`src/rtl/histogram_accumulator_if.sv`:
```
// Bus bundle for histogram_accumulator: control handshake, m1 read port, m2 read/write ports.
interface histogram_accumulator_if #(
    parameter int WORD_W = 128,
    parameter int ADDR_W = 16
);
    logic              start;
    logic              abort;
    logic [ADDR_W-1:0] num_words;
    logic [ADDR_W-1:0] word_base;
    logic [ADDR_W-1:0] bin_base;
    logic [WORD_W-1:0] m1ReadBus;
    logic [ADDR_W-1:0] m1ReadAddr;
    logic [WORD_W-1:0] m2ReadBus;
    logic [ADDR_W-1:0] m2ReadAddr;
    logic [ADDR_W-1:0] m2WriteAddr;
    logic [WORD_W-1:0] m2WriteBus;
    logic              m2WE;
    logic              busy;
    logic              done;

    modport slave (
        input  start, abort, num_words, word_base, bin_base, m1ReadBus, m2ReadBus,
        output m1ReadAddr, m2ReadAddr, m2WriteAddr, m2WriteBus, m2WE, busy, done
    );

    modport master (
        output start, abort, num_words, word_base, bin_base, m1ReadBus, m2ReadBus,
        input  m1ReadAddr, m2ReadAddr, m2WriteAddr, m2WriteBus, m2WE, busy, done
    );
endinterface

```
`src/rtl/histogram_accumulator.sv`:
```
// Streams packed pixel words from m1 and keeps a tagged, saturating bin count per pixel
// value in m2 through a SEL/FI/FS/ACC read-modify-write pipeline with forwarding.
//
// state | meaning
// IDLE  | waiting for start
// PRIME | first m1 word address issued
// RUN   | one pixel selected per cycle
// DRAIN | pipeline emptying (3 cycles)
// DONE  | run complete, done held until next start
module histogram_accumulator #(
    parameter int PIXEL_W = 8,
    parameter int WORD_W  = 128,
    parameter int ADDR_W  = 16,
    parameter int COUNT_W = 20,
    parameter int TAG_W   = 16,
    parameter logic [TAG_W-1:0] TAG_VAL = 16'hAAAA
) (
    input logic clock,
    input logic rst_n,
    histogram_accumulator_if.slave bus
);
    localparam int PPW    = WORD_W / PIXEL_W;
    localparam int LANE_W = $clog2(PPW);
    localparam logic [LANE_W-1:0]  LANE_LAST = LANE_W'(PPW - 1);
    localparam logic [LANE_W-1:0]  LANE_ADV  = LANE_W'(PPW - 2);
    localparam logic [COUNT_W-1:0] COUNT_MAX = '1;

    localparam logic [2:0] S_IDLE  = 3'd0;
    localparam logic [2:0] S_PRIME = 3'd1;
    localparam logic [2:0] S_RUN   = 3'd2;
    localparam logic [2:0] S_DRAIN = 3'd3;
    localparam logic [2:0] S_DONE  = 3'd4;

    logic [2:0]         state_q, state_d;
    logic [LANE_W-1:0]  lane_q, lane_d;
    logic [ADDR_W-1:0]  word_q, word_d;
    logic [1:0]         drain_q, drain_d;
    logic [ADDR_W-1:0]  m1_addr_q, m1_addr_d;
    logic [ADDR_W-1:0]  num_words_q, num_words_d;
    logic [ADDR_W-1:0]  bin_base_q, bin_base_d;
    logic [WORD_W-1:0]  word_data_q;

    logic               fi_valid_q, fs_valid_q, acc_valid_q, wb_valid_q;
    logic [ADDR_W-1:0]  fi_addr_q, fs_addr_q, acc_addr_q, wb_addr_q;
    logic [COUNT_W-1:0] acc_cnt_q, wb_cnt_q;

    logic               sel_valid;
    logic [PIXEL_W-1:0] sel_pix;
    logic [ADDR_W-1:0]  sel_addr;
    logic               m2_tag_ok;
    logic [COUNT_W-1:0] merged;
    logic [COUNT_W-1:0] acc_cnt_d;
    logic               unused_bits;

    assign sel_valid = (state_q == S_RUN);
    assign sel_pix   = (lane_q == '0) ? bus.m1ReadBus[PIXEL_W-1:0]
                                      : word_data_q[lane_q*PIXEL_W +: PIXEL_W];
    assign sel_addr  = bin_base_q + ADDR_W'(sel_pix);
    assign m2_tag_ok = (bus.m2ReadBus[COUNT_W +: TAG_W] == TAG_VAL);
    assign unused_bits = ^bus.m2ReadBus[WORD_W-1:COUNT_W+TAG_W];

    always_comb begin
        state_d     = state_q;
        lane_d      = lane_q;
        word_d      = word_q;
        drain_d     = drain_q;
        m1_addr_d   = m1_addr_q;
        num_words_d = num_words_q;
        bin_base_d  = bin_base_q;
        case (state_q)
            S_IDLE, S_DONE: begin
                if (bus.start) begin
                    if (bus.num_words == '0) begin
                        state_d = S_DONE;
                    end else begin
                        state_d     = S_PRIME;
                        num_words_d = bus.num_words;
                        bin_base_d  = bus.bin_base;
                        m1_addr_d   = bus.word_base;
                        lane_d      = '0;
                        word_d      = '0;
                    end
                end
            end
            S_PRIME: state_d = S_RUN;
            S_RUN: begin
                lane_d = (lane_q == LANE_LAST) ? '0 : lane_q + 1'b1;
                if (lane_q == LANE_LAST) word_d = word_q + 1'b1;
                // Address moves one lane early so the next word lands exactly at lane 0.
                if (lane_q == LANE_ADV) m1_addr_d = m1_addr_q + 1'b1;
                if (lane_q == LANE_LAST && word_q == num_words_q - 1'b1) begin
                    state_d = S_DRAIN;
                    drain_d = 2'd2;
                end
            end
            S_DRAIN: begin
                if (drain_q == '0) state_d = S_DONE;
                else drain_d = drain_q - 1'b1;
            end
            default: state_d = S_IDLE;
        endcase
        if (bus.abort) state_d = S_IDLE;
    end

    // Youngest in-flight value wins: ACC (not yet written), then WB (write racing the read).
    always_comb begin
        merged = '0;
        if (acc_valid_q && acc_addr_q == fs_addr_q) merged = acc_cnt_q;
        else if (wb_valid_q && wb_addr_q == fs_addr_q) merged = wb_cnt_q;
        else if (m2_tag_ok) merged = bus.m2ReadBus[COUNT_W-1:0];
        acc_cnt_d = (merged == COUNT_MAX) ? merged : merged + 1'b1;
    end

    always_ff @(posedge clock or negedge rst_n) begin
        if (!rst_n) begin
            state_q     <= S_IDLE;
            lane_q      <= '0;
            word_q      <= '0;
            drain_q     <= '0;
            m1_addr_q   <= '0;
            num_words_q <= '0;
            bin_base_q  <= '0;
            word_data_q <= '0;
        end else begin
            state_q     <= state_d;
            lane_q      <= lane_d;
            word_q      <= word_d;
            drain_q     <= drain_d;
            m1_addr_q   <= m1_addr_d;
            num_words_q <= num_words_d;
            bin_base_q  <= bin_base_d;
            if (sel_valid && lane_q == '0) word_data_q <= bus.m1ReadBus;
        end
    end

    always_ff @(posedge clock or negedge rst_n) begin
        if (!rst_n) begin
            fi_valid_q  <= 1'b0;
            fs_valid_q  <= 1'b0;
            acc_valid_q <= 1'b0;
            wb_valid_q  <= 1'b0;
            fi_addr_q   <= '0;
            fs_addr_q   <= '0;
            acc_addr_q  <= '0;
            wb_addr_q   <= '0;
            acc_cnt_q   <= '0;
            wb_cnt_q    <= '0;
        end else begin
            fi_valid_q  <= sel_valid & ~bus.abort;
            fs_valid_q  <= fi_valid_q & ~bus.abort;
            acc_valid_q <= fs_valid_q & ~bus.abort;
            wb_valid_q  <= acc_valid_q & ~bus.abort;
            if (sel_valid) fi_addr_q <= sel_addr;
            if (fi_valid_q) fs_addr_q <= fi_addr_q;
            if (fs_valid_q) begin
                acc_addr_q <= fs_addr_q;
                acc_cnt_q  <= acc_cnt_d;
            end
            if (acc_valid_q) begin
                wb_addr_q <= acc_addr_q;
                wb_cnt_q  <= acc_cnt_q;
            end
        end
    end

    assign bus.m1ReadAddr  = m1_addr_q;
    assign bus.m2ReadAddr  = fi_addr_q;
    assign bus.m2WriteAddr = acc_addr_q;
    assign bus.m2WE        = acc_valid_q;
    assign bus.m2WriteBus  = acc_valid_q ? WORD_W'({TAG_VAL, acc_cnt_q}) : '0;
    assign bus.busy        = (state_q == S_PRIME) || (state_q == S_RUN) || (state_q == S_DRAIN);
    assign bus.done        = (state_q == S_DONE);
endmodule
```
`src/flat_wrapper.sv`:
```
// flat-port wrapper written by rule: the top's interface ports become plain ports
module histogram_accumulator_flat 
#(
    parameter int PIXEL_W = 8,
    parameter int WORD_W  = 128,
    parameter int ADDR_W  = 16,
    parameter int COUNT_W = 20,
    parameter int TAG_W   = 16,
    parameter logic [TAG_W-1:0] TAG_VAL = 16'hAAAA
)
  (clock, rst_n, bus_start, bus_abort, bus_num_words, bus_word_base, bus_bin_base, bus_m1ReadBus, bus_m2ReadBus, bus_m1ReadAddr, bus_m2ReadAddr, bus_m2WriteAddr, bus_m2WriteBus, bus_m2WE, bus_busy, bus_done);
  histogram_accumulator_if #(.WORD_W(WORD_W), .ADDR_W(ADDR_W)) bus_i ();
  input logic clock;
  input logic rst_n;
  input wire logic [$bits(bus_i.start)-1:0] bus_start;
  input wire logic [$bits(bus_i.abort)-1:0] bus_abort;
  input wire logic [$bits(bus_i.num_words)-1:0] bus_num_words;
  input wire logic [$bits(bus_i.word_base)-1:0] bus_word_base;
  input wire logic [$bits(bus_i.bin_base)-1:0] bus_bin_base;
  input wire logic [$bits(bus_i.m1ReadBus)-1:0] bus_m1ReadBus;
  input wire logic [$bits(bus_i.m2ReadBus)-1:0] bus_m2ReadBus;
  output wire logic [$bits(bus_i.m1ReadAddr)-1:0] bus_m1ReadAddr;
  output wire logic [$bits(bus_i.m2ReadAddr)-1:0] bus_m2ReadAddr;
  output wire logic [$bits(bus_i.m2WriteAddr)-1:0] bus_m2WriteAddr;
  output wire logic [$bits(bus_i.m2WriteBus)-1:0] bus_m2WriteBus;
  output wire logic [$bits(bus_i.m2WE)-1:0] bus_m2WE;
  output wire logic [$bits(bus_i.busy)-1:0] bus_busy;
  output wire logic [$bits(bus_i.done)-1:0] bus_done;
  assign bus_i.start = bus_start;
  assign bus_i.abort = bus_abort;
  assign bus_i.num_words = bus_num_words;
  assign bus_i.word_base = bus_word_base;
  assign bus_i.bin_base = bus_bin_base;
  assign bus_i.m1ReadBus = bus_m1ReadBus;
  assign bus_i.m2ReadBus = bus_m2ReadBus;
  assign bus_m1ReadAddr = bus_i.m1ReadAddr;
  assign bus_m2ReadAddr = bus_i.m2ReadAddr;
  assign bus_m2WriteAddr = bus_i.m2WriteAddr;
  assign bus_m2WriteBus = bus_i.m2WriteBus;
  assign bus_m2WE = bus_i.m2WE;
  assign bus_busy = bus_i.busy;
  assign bus_done = bus_i.done;
  histogram_accumulator #(.PIXEL_W(PIXEL_W), .WORD_W(WORD_W), .ADDR_W(ADDR_W), .COUNT_W(COUNT_W), .TAG_W(TAG_W), .TAG_VAL(TAG_VAL)) u_core (.clock(clock), .rst_n(rst_n), .bus(bus_i));
endmodule
```
`config.mk`:
```
export PLATFORM = sky130hd
export DESIGN_NAME = histogram_accumulator_flat
export DESIGN_NICKNAME = d
export VERILOG_FILES = /design/src/rtl/histogram_accumulator_if.sv /design/src/rtl/histogram_accumulator.sv /design/src/flat_wrapper.sv
export SDC_FILE = /design/constraint.sdc
export NUM_CORES = 1
export LEC_CHECK = 0
export BUFFER_PORTS_ARGS = -buffer_cell sky130_fd_sc_hd__clkbuf_2
export CORE_AREA = 2 2 199 201
export DETAILED_ROUTE_END_ITERATION = 6
export DIE_AREA = 0 0 201 203
export PLACE_DENSITY = 0.7
export SYNTH_ARGS = -nofsm -noshare
export SYNTH_HDL_FRONTEND = slang
export SYNTH_SLANG_ARGS = --single-unit
```
`constraint.sdc`:
```
create_clock -name clock -period 6.2 [get_ports clock]
set_input_delay 1.24 -clock clock [delete_from_list [all_inputs] [get_ports clock]]
set_output_delay 1.24 -clock clock [all_outputs]
set_load 0.05 [all_outputs]
```
==> impl_results.md <==
- Top FF cell, synth: dfrtp_1
- First-pass GRT wire length: 71200 µm
- CP bufs+invs: 2
- Clock skew: roughly 0.029 ns
- DR vias: 13314
- Max Fclk: ~200 MHz
- CORE AREA: 0.0385 mm²
- Clock power share: roughly 27%
- Worst-skew pair later-pin latency: 0.57 ns
- Row count: 72
- Sequential Power Share: roughly two fifths
- DIE AREA: 0.0408 mm²
- # port buffers: 294
- Pwr Density: 412 mW/mm²
- Final Max Tran Viols: 0
- DRC violations left: 0
- DP Area: between 0.015 and 0.02 mm²
- Crit end category: register
- Initial antenna violation count: 4
- IO Pins: 487
- Max reg flops: approximately 130
- CP arrival: 5.45 ns
- TritonCTS Buffers: 37
- Synth Cell Area: 0.0173 mm²
- Initial DRC count: 882
- Static Leakage: 0.00914 µW
- Net switching power: 3050 µW
- Initial core utilization: ~45%
- RSZ-0062 raised after global routing: false
- PnR Total Power: 8320 µW
- Sw Share: 36.6%
- Share of cells above drive strength 1: 33.4%
- Most flops, register: u_core.word_data_q
- Final setup TNS: 0 ns
- Combinational power share: 32.4%
- Crit Path Max Fanout: 12
- Avg Cell Area, Syn: approximately 10 µm²
- Max-Cap Viols: 0
- CTS H-tree depth: 2
- Cell variety after synth: 72
- Pin count of the biggest net entering global routing: 98
- CTS root buffer: clkbuf_16
- Slowest-stage cell, CP: or4_1
- CTS Hold Bufs: 0
- Die Width: ~200 µm
- Largest regs: u_core.word_data_q: 128 flops, u_core.acc_cnt_q: 20 flops, u_core.wb_cnt_q: 20 flops
- Final wirelength: 45300 µm
- Async S/R FF share, synth: 100%
- Fillers: 3455
- Least-Margin Pin Slew: 1.11 ns
- Gr usage total: between 20% and 30%
- Design area: a little over 0.02 mm²
- Peak supply drop: 265 µV
- Clk pin slew, worst setup/hold paths: ~0.060 ns
- Final worst-path cycle share: 81.6%
- Setup Viol. Count Final: 0
- Post_cts resized: 0
- Vias in the first global route: 13098
- Critical path class: reg2reg
- Grt total ovfl: 0
- DR vias/cell: 5.41
- Final WS setup: 1.14 ns
- Setup Buffers After CTS: 0
- Routability Congestion: 0.956
- Seq/Total Area, Yosys: 44.8%
- Synth warn: 0
- Family with the most delay on the worst path: simple AND/OR/NAND/NOR gates
- # nets final: 2236
- Final ANT Viol Nets: 0
- Cell Int Power: 5270 µW
- Clk sinks: 309
- Post-synth EDFFs: 0
- Final core utilization: between 50% and 60%
- Area delta synth->final: 16.7%
- Mapped Cells: 1652
- Critical Path RT: 6.59 ns
- Pre-CTS WS: 1.31 ns
- Max_slew headroom: between 20% and 30%
- Die H: 203 µm
- Outcome: finished, final reports clean
- Worst Hold Class: reg2reg
- Fin. Hold Viols: 0
- Routed WL per cell: 18.4 µm
- Post-detail-place hpwl: approximately 33000 µm
- Minimum clock period: between 5 and 6 ns
- Cell chain of the critical path: xor2_1 -> or4_1 -> or4_1 -> or2_1 -> o211ai_1 -> o21ai_0 -> inv_1 -> ha_1 -> o221ai_1 -> a2111oi_1 -> buf_4 -> nand4_1 -> and2_1 -> mux2i_1 -> o21ai_0
- DRT Pass-1 Iters: 6
- Slowest stage delay, CP: ~0.82 ns
- Clock buffer depth: 3
- Post-synthesis register bit count: 309
- Startpoint class of the critical path: register
- CTS tree: done
cell usage in the layout, fill, tap and decap left out, drive strengths merged, types with 27 or more instances in the layout:
| master | synthesis | final |
|---|---|---|
| nand2 | 196 | 196 |
| mux2 | 212 | 212 |
| o22ai | 33 | 33 |
| o21ai | 65 | 65 |
| and3 | 28 | 28 |
| buf | 122 | 27 |
| nand4 | 28 | 28 |
| inv | 31 | 32 |
| dfrtp | 309 | 309 |
| a21oi | 75 | 75 |
| conb | 1 | 100 |
| nor2 | 88 | 88 |
| xnor2 | 48 | 48 |
| xor2 | 35 | 35 |
| nand3 | 53 | 53 |
| mux4 | 36 | 36 |
| clkbuf | 77 | 344 |
tightest hold or removal path: stages, from the launching register on:
cell	delay, ns
dfrtp_1	0.34
nand2_1	0.05
nand2_1	0.05
final timing paths:
path                                      startpoint                     to  slack, ns  cells after the start
worst min register to register  u_core.bin_base_q[0]   u_core.bin_base_q[0]       0.48                      2
worst max-delay path             u_core.fs_addr_q[8]    u_core.acc_cnt_q[9]       1.14                     15
worst max register to register   u_core.fs_addr_q[8]    u_core.acc_cnt_q[9]       1.14                     15
worst min-delay path            u_core.bin_base_q[0]   u_core.bin_base_q[0]       0.48                      2
min in group asynchronous                      rst_n    u_core.wb_cnt_q[17]       0.71                      1
max in group asynchronous                      rst_n  u_core.bin_base_q[10]       4.40                      2
metrics by stage:
step	hold WS, ns	std cells
2_1_floorplan	0.452	1751
3_3_place_gp	0.469	2390
3_5_place_dp	0.473	2390
4_1_cts	0.487	2458
5_1_grt	0.506	2458
6_report	0.481	2459
layer usage:
layer | track usage [%] | vias up | routed length (µm)
li1 | - | 6208 | -
met1 | 26.6 | 6502 | 17900
met2 | 37.5 | 506 | 22500
met3 | 5.70 | 92 | 3670
met4 | 6.96 | 6 | 1190
met5 | 0 | - | 41
power groups by stage:
stage          Sequential, µW  Combinational (µW)  Clock, µW
6_report                 3350                2700       2270
5_1_grt                  3450                2900       2400
4_1_cts                  3350                2720       2320
3_5_place_dp             3380                2700          0
3_3_place_gp             3320                2640          0
2_1_floorplan            3560                1720          0
Yosys cell counts (all sizes together) (3+ instances only):
master   number  share of area (%)
or4           4               0.17
nand2b        4               0.14
buf         122                5.1
xor2         35                1.8
o22ai        33                1.2
clkbuf       77                1.7
xnor2        48                2.4
a211oi        4               0.17
a31oi        13               0.47
mux2i         9               0.52
nor4         16               0.69
dfrtp       309                 45
mux2        212                 14
a21oi        75                2.2
nand2       196                4.3
nand3        53                1.5
nor3         25               0.79
a22o          6               0.30
nand4        28                1.1
or3           5               0.21
and2         24               0.87
inv          31               0.67
a21boi        3               0.13
o211ai        7               0.30
ha           16                1.2
o21ai        65                1.9
nor2b         7               0.25
a21o          3               0.13
nand4bb       4               0.26
o31ai         4               0.17
mux4         36                4.7
and3         28                1.0
o22a          9               0.46
a32oi         3               0.26
nor3b         6               0.26
a221oi        4               0.20
nor2         88                1.9
final cells by class:
class,instances,area (µm²),area share (%)
well taps,518,648,3.21
clock inverters,17,231,1.15
inverters,31,116,0.577
repair buffers,320,1700,8.44
multi-input cells,1212,8690,43.1
diodes,1,2.50,0.0124
clock buffers,51,1050,5.20
flip-flops and latches,309,7730,38.3
cell families after synthesis:
group | synth area share, %
compound gates | 9.35
buf+inv | 7.41
other cells | 0.0217
flops | 44.8
fa+ha+maj | 1.27
simple gates | 14.0
xor+xnor | 4.21
mux | 19.0
No activity file was read; power rests on OpenSTA's default activity.
